--- src/rtl/frecv_pkg.sv ---
// Shared types and default sizes for the frequency-profile scheduler.
package frecv_pkg;

  localparam int FRECV_WIDTH   = 6;
  localparam int FRECV_DEPTH   = 4;
  localparam int FRECV_PRESC_W = 8;
  localparam int FRECV_REPS_W  = 8;

  typedef enum logic [1:0] {
    ST_IDLE = 2'd0,
    ST_LOAD = 2'd1,
    ST_RUN  = 2'd2,
    ST_NEXT = 2'd3
  } state_e;

  // Layout of one profile entry at the default width.
  typedef struct packed {
    logic [FRECV_WIDTH-1:0]  high;
    logic [FRECV_WIDTH-1:0]  low;
    logic [FRECV_REPS_W-1:0] reps;
  } entry_t;

  function automatic int idx_w(input int depth);
    return (depth > 1) ? $clog2(depth) : 1;
  endfunction

endpackage

--- src/rtl/frecv_presc.sv ---
// Tick divider: one-cycle tick every presc+1 enabled cycles, counted from the first enabled cycle.
module frecv_presc
  import frecv_pkg::*;
#(
  parameter int PRESC_W = FRECV_PRESC_W
) (
  input  logic               clk,
  input  logic               reset,
  input  logic               en,
  input  logic [PRESC_W-1:0] presc,
  output logic               tick
);

  logic [PRESC_W-1:0] cnt_q, cnt_d;
  logic               en_q;
  logic               tick_d;

  // Divider next state; the first enabled edge only arms the counter.
  always_comb begin
    cnt_d  = cnt_q;
    tick_d = 1'b0;
    if (!en || !en_q) begin
      cnt_d  = '0;
      tick_d = 1'b0;
    end else if (cnt_q >= presc) begin
      cnt_d  = '0;
      tick_d = 1'b1;
    end else begin
      cnt_d  = cnt_q + PRESC_W'(1);
      tick_d = 1'b0;
    end
  end

  // Divider registers
  always_ff @(posedge clk or negedge reset) begin
    if (!reset) begin
      cnt_q <= '0;
      en_q  <= 1'b0;
      tick  <= 1'b0;
    end else begin
      cnt_q <= cnt_d;
      en_q  <= en;
      tick  <= tick_d;
    end
  end

endmodule

--- src/rtl/frecv_sched.sv ---
// Frequency-profile scheduler: walks a table of {high, low, reps} entries feeding a period generator.
// Build option: FRECV_SCHED_LOOP_EN wraps each pass back to entry 0 instead of ending the sequence.
module frecv_sched
  import frecv_pkg::*;
#(
  parameter  int WIDTH   = FRECV_WIDTH,
  parameter  int DEPTH   = FRECV_DEPTH,
  parameter  int PRESC_W = FRECV_PRESC_W,
  localparam int IW      = idx_w(DEPTH)
) (
  input  logic               clk,
  input  logic               reset,
  input  logic               wr_en,
  input  logic [IW-1:0]      wr_addr,
  input  logic [WIDTH-1:0]   wr_high,
  input  logic [WIDTH-1:0]   wr_low,
  input  logic [7:0]         wr_reps,
  input  logic [IW-1:0]      last_idx,
  input  logic [PRESC_W-1:0] presc,
  input  logic               start,
  input  logic               stop,
  input  logic               gen_done,
  output logic [WIDTH-1:0]   t_high_o,
  output logic [WIDTH-1:0]   t_low_o,
  output logic               gen_load,
  output logic               tick_o,
  output logic               busy,
  output logic [IW-1:0]      idx_o,
  output logic               done_o,
  output logic               err_o
);

  localparam int RW = FRECV_REPS_W;

  typedef struct packed {
    logic [WIDTH-1:0] high;
    logic [WIDTH-1:0] low;
    logic [RW-1:0]    reps;
  } tbl_entry_t;

  tbl_entry_t       table_q [DEPTH];
  tbl_entry_t       entry_s;
  state_e           state_q, state_d;
  logic [IW-1:0]    idx_q, idx_d, last_eff_s;
  logic [RW-1:0]    rep_q, rep_d, reps_q, reps_d;
  logic [WIDTH-1:0] t_high_q, t_high_d, t_low_q, t_low_d;
  logic             gen_load_q, gen_load_d;
  logic             busy_q, busy_d;
  logic             done_q, done_d;
  logic             err_q, err_d;
  logic             played_q, played_d;
  logic             accept_start_s, pass_end_s;
  logic             tick_s;

  assign last_eff_s = (32'(last_idx) >= DEPTH) ? IW'(DEPTH - 1) : last_idx;

  // Profile table; writes are accepted in every state
  always_ff @(posedge clk or negedge reset) begin
    if (!reset) begin
      for (int i = 0; i < DEPTH; i++) begin
        table_q[i] <= '0;
      end
    end else if (wr_en && (32'(wr_addr) < DEPTH)) begin
      table_q[wr_addr] <= {wr_high, wr_low, wr_reps};
    end else begin
      table_q <= table_q;
    end
  end

  // State register
  always_ff @(posedge clk or negedge reset) begin
    if (!reset) begin
      state_q <= ST_IDLE;
    end else begin
      state_q <= state_d;
    end
  end

  // Next-state logic; stop overrides everything outside IDLE
  always_comb begin
    state_d        = state_q;
    idx_d          = idx_q;
    rep_d          = rep_q;
    accept_start_s = 1'b0;
    pass_end_s     = 1'b0;
    case (state_q)
      ST_IDLE: begin
        if (start && !stop) begin
          state_d        = ST_LOAD;
          idx_d          = '0;
          accept_start_s = 1'b1;
        end else begin
          state_d = ST_IDLE;
        end
      end
      ST_LOAD: begin
        rep_d = '0;
        if (stop) begin
          state_d = ST_IDLE;
        end else if (gen_load_q) begin
          state_d = ST_RUN;
        end else begin
          state_d = ST_NEXT;
        end
      end
      ST_RUN: begin
        if (stop) begin
          state_d = ST_IDLE;
        end else if (gen_done) begin
          rep_d = rep_q + RW'(1);
          if ((rep_q + RW'(1)) == reps_q) begin
            state_d = ST_NEXT;
          end else begin
            state_d = ST_RUN;
          end
        end else begin
          state_d = ST_RUN;
        end
      end
      ST_NEXT: begin
        if (stop) begin
          state_d = ST_IDLE;
        end else if (idx_q < last_eff_s) begin
          idx_d   = idx_q + IW'(1);
          state_d = ST_LOAD;
        end else begin
          pass_end_s = 1'b1;
`ifdef FRECV_SCHED_LOOP_EN
          idx_d   = '0;
          state_d = ST_LOAD;
`else
          state_d = ST_IDLE;
`endif
        end
      end
      default: begin
        state_d = ST_IDLE;
      end
    endcase
  end

  // Output decode from the upcoming state so the LOAD cycle itself carries gen_load
  always_comb begin
    entry_s    = table_q[idx_d];
    t_high_d   = t_high_q;
    t_low_d    = t_low_q;
    reps_d     = reps_q;
    gen_load_d = 1'b0;
    busy_d     = (state_d != ST_IDLE);
    err_d      = accept_start_s ? 1'b0 : err_q;
    played_d   = accept_start_s ? 1'b0 : played_q;
    done_d     = pass_end_s && played_q && (state_d == ST_IDLE);
    if (state_d == ST_LOAD) begin
      if ((entry_s.high == '0) || (entry_s.low == '0)) begin
        err_d = 1'b1;
      end else if (entry_s.reps != '0) begin
        gen_load_d = 1'b1;
        t_high_d   = entry_s.high;
        t_low_d    = entry_s.low;
        reps_d     = entry_s.reps;
        played_d   = 1'b1;
      end else begin
        gen_load_d = 1'b0;
      end
    end else begin
      gen_load_d = 1'b0;
    end
  end

  // Output and datapath registers
  always_ff @(posedge clk or negedge reset) begin
    if (!reset) begin
      idx_q      <= '0;
      rep_q      <= '0;
      reps_q     <= '0;
      t_high_q   <= '0;
      t_low_q    <= '0;
      gen_load_q <= 1'b0;
      busy_q     <= 1'b0;
      done_q     <= 1'b0;
      err_q      <= 1'b0;
      played_q   <= 1'b0;
    end else begin
      idx_q      <= idx_d;
      rep_q      <= rep_d;
      reps_q     <= reps_d;
      t_high_q   <= t_high_d;
      t_low_q    <= t_low_d;
      gen_load_q <= gen_load_d;
      busy_q     <= busy_d;
      done_q     <= done_d;
      err_q      <= err_d;
      played_q   <= played_d;
    end
  end

  frecv_presc #(.PRESC_W(PRESC_W)) u_presc (
    .clk   (clk),
    .reset (reset),
    .en    (busy_d),
    .presc (presc),
    .tick  (tick_s)
  );

  assign t_high_o = t_high_q;
  assign t_low_o  = t_low_q;
  assign gen_load = gen_load_q;
  assign tick_o   = tick_s;
  assign busy     = busy_q;
  assign idx_o    = idx_q;
  assign done_o   = done_q;
  assign err_o    = err_q;

endmodule

--- config.mk ---
export PLATFORM = sky130hd
export DESIGN_NAME = frecv_sched
export DESIGN_NICKNAME = d
export VERILOG_FILES = /design/src/rtl/frecv_pkg.sv /design/src/rtl/frecv_presc.sv /design/src/rtl/frecv_sched.sv
export SDC_FILE = /design/constraint.sdc
export NUM_CORES = 1
export LEC_CHECK = 0
export CORE_ASPECT_RATIO = 1.75
export CORE_MARGIN = 1
export CORE_UTILIZATION = 48
export CTS_BUF_LIST = sky130_fd_sc_hd__clkbuf_2
export CTS_CLUSTER_DIAMETER = 30
export DETAILED_ROUTE_END_ITERATION = 8
export PLACE_DENSITY = 0.68
export SLEW_MARGIN = 25
export SYNTH_ARGS = -nofsm -noshare
export SYNTH_HDL_FRONTEND = slang
export SYNTH_SLANG_ARGS = --single-unit
--- constraint.sdc ---
create_clock -name clk -period 7.6 [get_ports clk]
set_input_delay 1.52 -clock clk [delete_from_list [all_inputs] [get_ports clk]]
set_output_delay 1.52 -clock clk [all_outputs]
set_load 0.05 [all_outputs]
==> reports/metrics.cfg, run 1 <==
[flow_run]
maxCapViolCount=0

[place]
place.gp.congestion=0.941
place_inst=792
dp_hpwl_um=11200
portBuffers=56

[pwr]
p_total_mw=1.91
netSwitchingFraction_pct=35.4
p_leak_nw=3.35
seqPwrFrac_pct=48.9
pwr-share-clk_pct=21.4
power_switching_mw=0.675
p_per_area_nw_per_um2=256
power.internal_mw=1.23
ir_drop_uv=197
comb_power_share_pct=29.8

[floorplanning]
initial_utilization_pct=49.6
die_h_um=156
rows=55
fp.dieArea_um2=14000
ioPinCount=57
design.core.area_um2=13100
die_x_um=89.8

[synth]
async_reset_ff_share_pct=100
synthesis.instances=584
yosysSeqAreaShare_pct=48.7
ys_seq_elements=126
synth.avg_cell_area_um2=11.1
synthFlopType=dfrtp_1
synth_cell_types=63
synth_area_um2=6480
synth_edf_count=0
synth_fp_nets=637
ys.warnings.count=0

[cts]
hold_buffers=0
cts-root-buf=clkbuf_2
cts_resized=0
htree_num_levels=4
clock_sinks=126
cts_tree=yes
post_cts_buffers=0
clk_latency_ns=0.67
cts_buffers=17
clk_pin_slew_ns=0.17
clock_path_buffers=2

[detailed_routing]
vias_per_cell=5.74
drtIter0Drc=245
first_pass_iters=5
wirelength_um=15000
drtAntennaViolNets=0
vias=4738
route.detailed.drc=0
wire_per_inst_um=18.1

[setup_path]
r2r_start=idx_o[1]
crit_cells=13
cp_max_fo=23
startpoint_type=primary input
cp.required_ns=8.18
critPathLaunch=last_idx[1]
critPathTopFamily=compound AO/OA/AOI/OAI gates
worst-path-buf-inv=4
cp-end-kind=flip-flop
path_class=primary input to flip-flop
r2r_cells=11
cp.arrival_ns=6.40
crit_path_max_incr_delay_ns=0.78
cp_slowest_cell=o21ai_2
path_cells=clkdlybuf4s50_1, inv_1, ha_1, or4b_4, a221o_1, o21ai_4, inv_2, or3_1, a32oi_1, nand3_1, o21ai_2, buf_4, mux2i_1

[timing]
rsz0062_at_grt=no
setup_viol=0
fmax_mhz=172
finalCriticalPeriod_ns=5.82
maxSlewHeadroom_pct=36.8
fin_skew_ns=0.0435
hold_viol=0
setup_tns_ns=0
fin_crit_sh_pct=76.6
tightest_slew_ns=0.948
slew_violations=0

[final_layout]
final_cells=825
nNetsFinal=693
drive_gt1_share_pct=22.8
post-route-util_pct=57.0
area_delta_synth_final_pct=15.1

[hold_path]
holdCritPathClass=flip-flop to flip-flop
min_path_cells=2
min-delay-start=played_q

[grt]
grt_use_total_pct=23.0
antenna_found_initial=1
grt_max_degree=78
grt_pass1_wl_um=25100
grt_overflow=0
grt_pass1_vias=4891

[outcome]
outcome=complete, no violations

stage by stage:
stage | instance area [um2] | setup WS (ns) | hold slack (ns)
CTS | 7450 | 1.87 | 0.531
detailed placement | 7210 | 1.15 | 0.493
finish | 7460 | 1.78 | 0.530
global route | 7460 | 1.62 | 0.545
global placement | 7180 | 1.36 | 0.486
floorplan | 6480 | 2.97 | 0.446
layout make-up:
class | instances | area (um2)
multi-input cells | 405 | 3120
diodes | 1 | 2.50
flip-flops and latches | 126 | 3150
fillers | 1134 | 5620
well taps | 171 | 214
repair buffers | 64 | 637
inverters | 26 | 97.6
clock buffers | 18 | 90.1
clock inverters | 14 | 145
synthesized netlist by cell type, drive strengths merged, types with 4 or more instances:
cell      n  area (um2)
a21boi    5        37.5
a21o      9        67.6
a21oi    18        90.1
a31oi    15        93.8
and2      5        31.3
and3     17         106
buf       6        41.3
clkbuf   21        78.8
dfrtp   126        3150
ha       15         188
inv      26        97.6
mux2     94        1100
mux2i     8        80.1
nand2    68         255
nand2b    8        50.1
nand3    11        55.1
nand3b    5        37.5
nor2     17        63.8
nor3      4        20.0
nor3b     4        30.0
nor4     12        75.1
o211ai    4        30.0
o21ai    21         120
o22ai     4        25.0
or2       4        25.0
or3       4        30.0
xnor2     5        43.8
xor2      8        70.1
cell families (layout without fill, tap and decap cells):
logic type	count (synthesis)	after routing	share of synthesized area, %
AND/OR/NAND/NOR	170	170	13.4
flip-flops	126	126	48.7
AO/OA/AOI/OAI	103	103	11.1
multiplexers	103	103	18.5
buffers and inverters	53	122	3.36
adder cells (fa/ha/maj)	15	15	2.90
XOR/XNOR	14	14	2.12
other	0	1	0
state kept, by name, summed over array words and instances (netlist names):
register       flops
err_o              1
played_q           1
rep_q              8
state_q            2
idx_o              2
gen_load           1
table_q           80
u_presc.cnt_q      8
u_presc.tick       1
t_low_o            6
done_o             1
u_presc.en_q       1
reps_q             8
t_high_o           6
power by group through the flow:
stage	Clock, mW	Sequential, mW	Combinational (mW)
2_1_floorplan	0	1.02	0.286
3_3_place_gp	0	0.940	0.554
3_5_place_dp	0	0.943	0.570
4_1_cts	0.422	0.930	0.571
5_1_grt	0.451	0.947	0.612
6_report	0.407	0.932	0.567
final timing paths:
| check | slack [ns] | end |
|---|---|---|
| worst max register to register | 2.59 | t_high_o[5] |
| worst min-delay path | 0.53 | played_q |
| max in group asynchronous | 5.62 | table_q[44] |
| worst max-delay path | 1.78 | t_high_o[5] |
| worst min register to register | 0.53 | played_q |
| min in group asynchronous | 0.85 | table_q[55] |
cells in the final DEF (no fill, tap or decap), drive strengths merged, types with 5 or more instances in the layout:
cell / instances
a21boi: 5
a21o: 9
a21oi: 18
a31oi: 15
and2: 5
and3: 17
buf: 9
clkbuf: 18
clkdlybuf4s50: 55
clkinv: 7
dfrtp: 126
ha: 15
inv: 27
mux2: 94
mux2i: 8
nand2: 68
nand2b: 8
nand3: 11
nand3b: 5
nor2: 17
nor4: 12
o21ai: 21
xnor2: 5
xor2: 8
per-layer routing:
metal	wire length (um)	track usage, %	vias up
met1	6160	27.3	2364
met3	537	4.58	24
met2	7910	40.8	117
li1	-	-	2233
met4	362	9.37	0
met5	0	0	-
worst register-to-register path, cell delays in order, from the launching register on:
cell and delay (ns):
dfrtp_1 0.52, ha_1 0.38, or4b_4 0.56, a221o_1 0.53, o21ai_4 0.48, inv_2 0.30, or3_1 0.42, a32oi_1 0.28
nand3_1 0.20, o21ai_2 0.78, buf_4 0.28, mux2i_1 0.20
Power figures use the tool's default switching activity.
==> run 2: changes to the inputs <==
--- a/config.mk
+++ b/config.mk
@@ -11,7 +11,7 @@
 export CTS_BUF_LIST = sky130_fd_sc_hd__clkbuf_2
 export CTS_CLUSTER_DIAMETER = 30
 export DETAILED_ROUTE_END_ITERATION = 8
-export PLACE_DENSITY = 0.68
+export PLACE_DENSITY = 0.71
 export SLEW_MARGIN = 25
 export SYNTH_ARGS = -nofsm -noshare
 export SYNTH_HDL_FRONTEND = slang
==> constraint.sdc (replaced) <==
create_clock -name clk -period 4.7 [get_ports clk]
set_input_delay 0.94 -clock clk [delete_from_list [all_inputs] [get_ports clk]]
set_output_delay 0.94 -clock clk [all_outputs]
set_load 0.05 [all_outputs]
==> reports/metrics.cfg, run 2 (same netlist as run 1, synthesis figures left out) <==
[cts]
cts-root-buf=clkbuf_2  ; unchanged
cts_buffers=17  ; unchanged
post_cts_buffers=0  ; unchanged
cts_tree=yes  ; unchanged
clk_latency_ns=0.66  ; was 0.67 ns
clock_path_buffers=2  ; unchanged
clk_pin_slew_ns=0.19  ; was 0.17 ns
clock_sinks=126  ; unchanged
htree_num_levels=4  ; unchanged
hold_buffers=0  ; unchanged
cts_resized=0  ; unchanged

[setup_path]
r2r_cells=13  ; was 11
cp.arrival_ns=4.65  ; was 6.40 ns
reg2reg_slack_ns=0.87  ; was 2.59 ns
cp_max_fo=15  ; was 23
r2r_start=idx_o[1]  ; unchanged
rr_endpoint=t_high_o[1]  ; was t_high_o[5]
path_class=primary input to flip-flop  ; unchanged
cp.required_ns=5.26  ; was 8.18 ns
cp-end-kind=flip-flop  ; unchanged
startpoint_type=primary input  ; unchanged

[place]
dp_slack_ns=-0.0407  ; was 1.15 ns
placed_area_um2=7390  ; was 7210 um2
portBuffers=56  ; unchanged
place.gp.congestion=0.881  ; was 0.941
place_inst=812  ; was 792
dp_hpwl_um=11500  ; was 11200 um

[timing]
slew_violations=0  ; unchanged
finalCriticalPeriod_ns=4.08
rsz0062_at_grt=no  ; unchanged
fmax_mhz=245
setup_viol=0  ; unchanged
fin_hold_ws_ns=0.336  ; was 0.530 ns
tightest_slew_ns=0.809  ; was 0.948 ns
hold_viol=0  ; unchanged
setup_tns_ns=0  ; unchanged
fin_skew_ns=0.0266  ; was 0.0435 ns
fin_ws_ns=0.620  ; was 1.78 ns
maxSlewHeadroom_pct=45.8  ; was 36.8%
fin_crit_sh_pct=86.8

[pwr]
ir_drop_uv=255  ; was 197 uV
pwr-share-clk_pct=22.0  ; was 21.4%
power_switching_mw=1.08  ; was 0.675 mW
power.internal_mw=2.05  ; was 1.23 mW
p_leak_nw=3.46  ; was 3.35 nW
netSwitchingFraction_pct=34.5  ; was 35.4%
p_total_mw=3.13  ; was 1.91 mW
p_per_area_nw_per_um2=410  ; was 256 nW/um2
seqPwrFrac_pct=47.9  ; was 48.9%
comb_power_share_pct=30.1  ; was 29.8%

[floorplanning]
fp.dieArea_um2=14000  ; unchanged
initial_utilization_pct=49.6  ; unchanged
rows=55  ; unchanged
design.core.area_um2=13100  ; unchanged
ioPinCount=57  ; unchanged
die_x_um=89.8  ; unchanged
die_h_um=156  ; unchanged

[outcome]
outcome=complete, no violations  ; unchanged

[detailed_routing]
wirelength_um=15400  ; was 15000 um
vias_per_cell=5.71  ; was 5.74
drtAntennaViolNets=0  ; unchanged
wire_per_inst_um=18.2  ; was 18.1 um
vias=4820  ; was 4738
drtIter0Drc=243  ; was 245
route.detailed.drc=0  ; unchanged
first_pass_iters=5  ; unchanged

[final_layout]
largest_reg_flops=80  ; unchanged
finish.instance_area_um2=7630  ; was 7460 um2
final_cells=844  ; was 825
area_delta_synth_final_pct=17.8  ; was 15.1%
drive_gt1_share_pct=24.7  ; was 22.8%
largest-register=table_q  ; unchanged
nNetsFinal=713  ; was 693
final_cell_mix=126 x dfrtp_1, 82 x mux2_2, 68 x nand2_1, 55 x clkdlybuf4s50_1  ; was 126 x dfrtp_1, 82 x mux2_2, 68 x nand2_1, 55 x clkdlybuf4s50_1, 25 x inv_1
final_common_cell=dfrtp_1  ; unchanged
post-route-util_pct=58.4  ; was 57.0%

[grt]
antenna_found_initial=1  ; unchanged
grt_use_total_pct=23.4  ; was 23.0%
grt_overflow=0  ; unchanged
grt_pass1_vias=5010  ; was 4891
grt_max_degree=62  ; was 78
grt_pass1_wl_um=25400  ; was 25100 um

[hold_path]
holdCritPathClass=primary input to asynchronous set/reset pin  ; was flip-flop to flip-flop

[flow_run]
maxCapViolCount=0  ; unchanged

run 2: changes by cell type in the layout (fill, tap and decap cells not counted), sizes merged:
cell / before / now
inv: 27 / 26
clkinvlp: 4 / 3
bufinv: 2 / 3
buf: 9 / 29
run 2: power by group through the flow:
stage	Sequential (mW)	Clock, mW	Combinational [mW]
2_1_floorplan	1.64	0	0.462
3_3_place_gp	1.51	0	0.924
3_5_place_dp	1.52	0	0.952
4_1_cts	1.50	0.710	0.952
5_1_grt	1.53	0.757	1.02
6_report	1.50	0.689	0.944
run 2: per-layer routing:
layer	wire length, um	global-route usage [%]
met1	6290	27.5
met2	8260	42.3
met3	489	3.36
met4	339	9.91
met5	0	0
run 2: worst max-delay path by stage:
stage / from / to / slack [ns] / depth (start not counted)
after floorplan: last_idx[1] / reps_q[0] / 0.65 / 12
after global placement: last_idx[1] / reps_q[7] / 0.07 / 14
after detailed placement: last_idx[1] / t_high_o[4] / -0.04 / 15
after CTS: last_idx[1] / t_high_o[1] / 0.70 / 15
after global routing: last_idx[1] / t_high_o[1] / 0.57 / 15
final: last_idx[1] / t_high_o[1] / 0.62 / 15
run 2: final cells by class:
| class | instances | area [um2] |
|---|---|---|
| multi-input cells | 405 | 3120 |
| clock inverters | 13 | 149 |
| clock buffers | 18 | 90.1 |
| repair buffers | 84 | 808 |
| fillers | 1140 | 5440 |
| well taps | 171 | 214 |
| diodes | 1 | 2.50 |
| inverters | 26 | 97.6 |
| flip-flops and latches | 126 | 3150 |
run 2: critical path: stages:
cell	delay, ns
clkdlybuf4s50_1	0.45
inv_1	0.04
ha_1	0.29
or4b_4	0.54
a221o_1	0.41
buf_4	0.19
o21ai_4	0.14
inv_2	0.08
or3_1	0.35
a32oi_1	0.28
nand3_1	0.16
o21ai_2	0.19
buf_12	0.18
buf_4	0.18
mux2i_1	0.21
==> run 3: changes to the inputs <==
--- a/config.mk
+++ b/config.mk
@@ -11,7 +11,7 @@
 export CTS_BUF_LIST = sky130_fd_sc_hd__clkbuf_2
 export CTS_CLUSTER_DIAMETER = 30
 export DETAILED_ROUTE_END_ITERATION = 8
-export PLACE_DENSITY = 0.71
+export PLACE_DENSITY_LB_ADDON = 0.15
 export SLEW_MARGIN = 25
 export SYNTH_ARGS = -nofsm -noshare
 export SYNTH_HDL_FRONTEND = slang
==> reports/metrics.cfg, run 3 (same netlist as run 1, synthesis figures left out) <==
[place]
place_inst=813  ; was 812
place.gp.congestion=0.912  ; was 0.881
portBuffers=56  ; unchanged
dp_hpwl_um=11400  ; was 11500 um
placed_area_um2=7400  ; was 7390 um2

[detailed_routing]
route.detailed.drc=0  ; unchanged
drtIter0Drc=203  ; was 243
drtAntennaViolNets=0  ; unchanged
vias=4788  ; was 4820
wire_per_inst_um=17.6  ; was 18.2 um
first_pass_iters=5  ; unchanged
wirelength_um=14900  ; was 15400 um
vias_per_cell=5.66  ; was 5.71

[final_layout]
drive_gt1_share_pct=24.8  ; was 24.7%
post-route-util_pct=58.4  ; about the same
area_delta_synth_final_pct=17.8  ; about the same
nNetsFinal=714  ; was 713
largest-register=table_q  ; unchanged
final_cell_mix=126 x dfrtp_1, 82 x mux2_2, 68 x nand2_1, 55 x clkdlybuf4s50_1, 26 x buf_4  ; was 126 x dfrtp_1, 82 x mux2_2, 68 x nand2_1, 55 x clkdlybuf4s50_1
n_fill_cell=1142  ; was 1140
finish.instance_area_um2=7630  ; about the same
final_common_cell=dfrtp_1  ; unchanged
final_cells=846  ; was 844
largest_reg_flops=80  ; unchanged

[timing]
tightest_slew_ns=0.791  ; was 0.809 ns
finalCriticalPeriod_ns=4.15  ; was 4.08 ns
setup_viol=0  ; unchanged
hold_viol=0  ; unchanged
fin_skew_ns=0.0393  ; was 0.0266 ns
slew_violations=0  ; unchanged
fin_crit_sh_pct=88.3  ; was 86.8%
maxSlewHeadroom_pct=47.0  ; was 45.8%
rsz0062_at_grt=no  ; unchanged
fmax_mhz=241  ; was 245 MHz

[pwr]
p_per_area_nw_per_um2=406  ; was 410 nW/um2
ir_drop_uv=295  ; was 255 uV
p_leak_nw=3.46  ; about the same

[setup_path]
cp.required_ns=5.23  ; was 5.26 ns
r2r_cells=11  ; was 13
r2r_start=idx_o[1]  ; unchanged
crit_top_cell=inv_1  ; was buf_4
crit_path_max_incr_delay_ns=0.53  ; was 0.54 ns
reg2reg_slack_ns=0.84  ; was 0.87 ns
worst-path-buf-inv=4  ; was 6
cp_slowest_cell=or4b_4  ; unchanged
cp-end-kind=flip-flop  ; unchanged
cp_max_fo=20  ; was 15
critPathLaunch=last_idx[1]  ; unchanged
crit_cells=13  ; was 15
critPathTopFamily=simple AND/OR/NAND/NOR gates  ; was buffers and inverters
path_cells=clkdlybuf4s50_1, inv_1, ha_1, or4b_4, a221o_1, nand2_1, inv_1, or3_1, a32oi_1, nand3_1, o21ai_2, buf_12, mux2_1  ; was clkdlybuf4s50_1, inv_1, ha_1, or4b_4, a221o_1, buf_4, o21ai_4, inv_2, or3_1, a32oi_1, nand3_1, o21ai_2, buf_12, buf_4, mux2i_1
cp.arrival_ns=4.68  ; was 4.65 ns
startpoint_type=primary input  ; unchanged
path_class=primary input to flip-flop  ; unchanged

[cts]
cts-root-buf=clkbuf_2  ; unchanged
hold_buffers=0  ; unchanged
cts_resized=0  ; unchanged
clock_sinks=126  ; unchanged
clk_latency_ns=0.66  ; about the same
cts_buffers=17  ; unchanged
clock_path_buffers=2  ; unchanged
clk_pin_slew_ns=0.22  ; was 0.19 ns
htree_num_levels=4  ; unchanged
cts_tree=yes  ; unchanged
post_cts_buffers=0  ; unchanged

[grt]
grt_pass1_vias=4910  ; was 5010
grt_overflow=0  ; unchanged
grt_max_degree=58  ; was 62
grt_use_total_pct=22.7  ; was 23.4%
antenna_found_initial=1  ; unchanged
grt_pass1_wl_um=24600  ; was 25400 um

[floorplanning]
rows=55  ; unchanged
initial_utilization_pct=49.6  ; unchanged
design.core.area_um2=13100  ; unchanged
ioPinCount=57  ; unchanged
fp.dieArea_um2=14000  ; unchanged
die_x_um=89.8  ; unchanged
die_h_um=156  ; unchanged

[flow_run]
maxCapViolCount=0  ; unchanged

[hold_path]
holdCritPathClass=primary input to asynchronous set/reset pin  ; unchanged

[outcome]
outcome=complete, no violations  ; unchanged

## run 3: final timing paths
kind / end
min: rep_q[4]
max in group asynchronous: table_q[60]
max reg2reg: t_low_o[5]
max: t_low_o[5]
min reg2reg: table_q[17]
min in group clk: table_q[17]
## run 3: layout make-up
| cell class | count | area, um2 | share of cell area [%] |
|---|---|---|---|
| antenna | 1 | 2.50 | 0.0328 |
| clock buffer | 18 | 90.1 | 1.18 |
| clock inverter | 14 | 143 | 1.87 |
| inverter | 26 | 97.6 | 1.28 |
| multi-input combinational | 405 | 3120 | 40.9 |
| sequential | 126 | 3150 | 41.3 |
| tap | 171 | 214 | 2.80 |
| timing repair buffer | 85 | 816 | 10.7 |
## run 3: worst register-to-register path: stages (launching register included)
cell	delay, ns
dfrtp_1	0.50
ha_1	0.33
or4b_4	0.53
a221o_1	0.40
nand2_1	0.21
inv_1	0.25
or3_1	0.37
a32oi_1	0.28
nand3_1	0.16
o21ai_2	0.19
buf_12	0.20
mux2_1	0.34
## run 3: report_power, final
| group | leakage [nW] | internal (mW) | switching (mW) |
|---|---|---|---|
| logic | 1.78 | 0.457 | 0.486 |
| registers | 1.54 | 1.31 | 0.190 |
| clock network | 0.134 | 0.245 | 0.409 |
## run 3: through the flow
step | TNS (ns) | setup WS [ns] | power (mW) | hold WS [ns]
after detailed placement | -1.42 | -0.140 | 2.47 | 0.485
after global routing | 0 | 0.377 | 3.26 | 0.0222
final | 0 | 0.552 | 3.10 | 0.0843
after floorplan | 0 | 0.650 | 2.11 | 0.446
after CTS | 0 | 0.577 | 3.13 | 0.0197
after global placement | -0.0156 | -0.00806 | 2.44 | 0.483
## run 3: metal layers
layer	up-vias	wire, um	GRT usage [%]
met4	0	231	8.27
met3	16	596	4.68
met2	126	7920	41.5
met5	-	0	0
li1	2273	-	-
met1	2373	6170	26.1
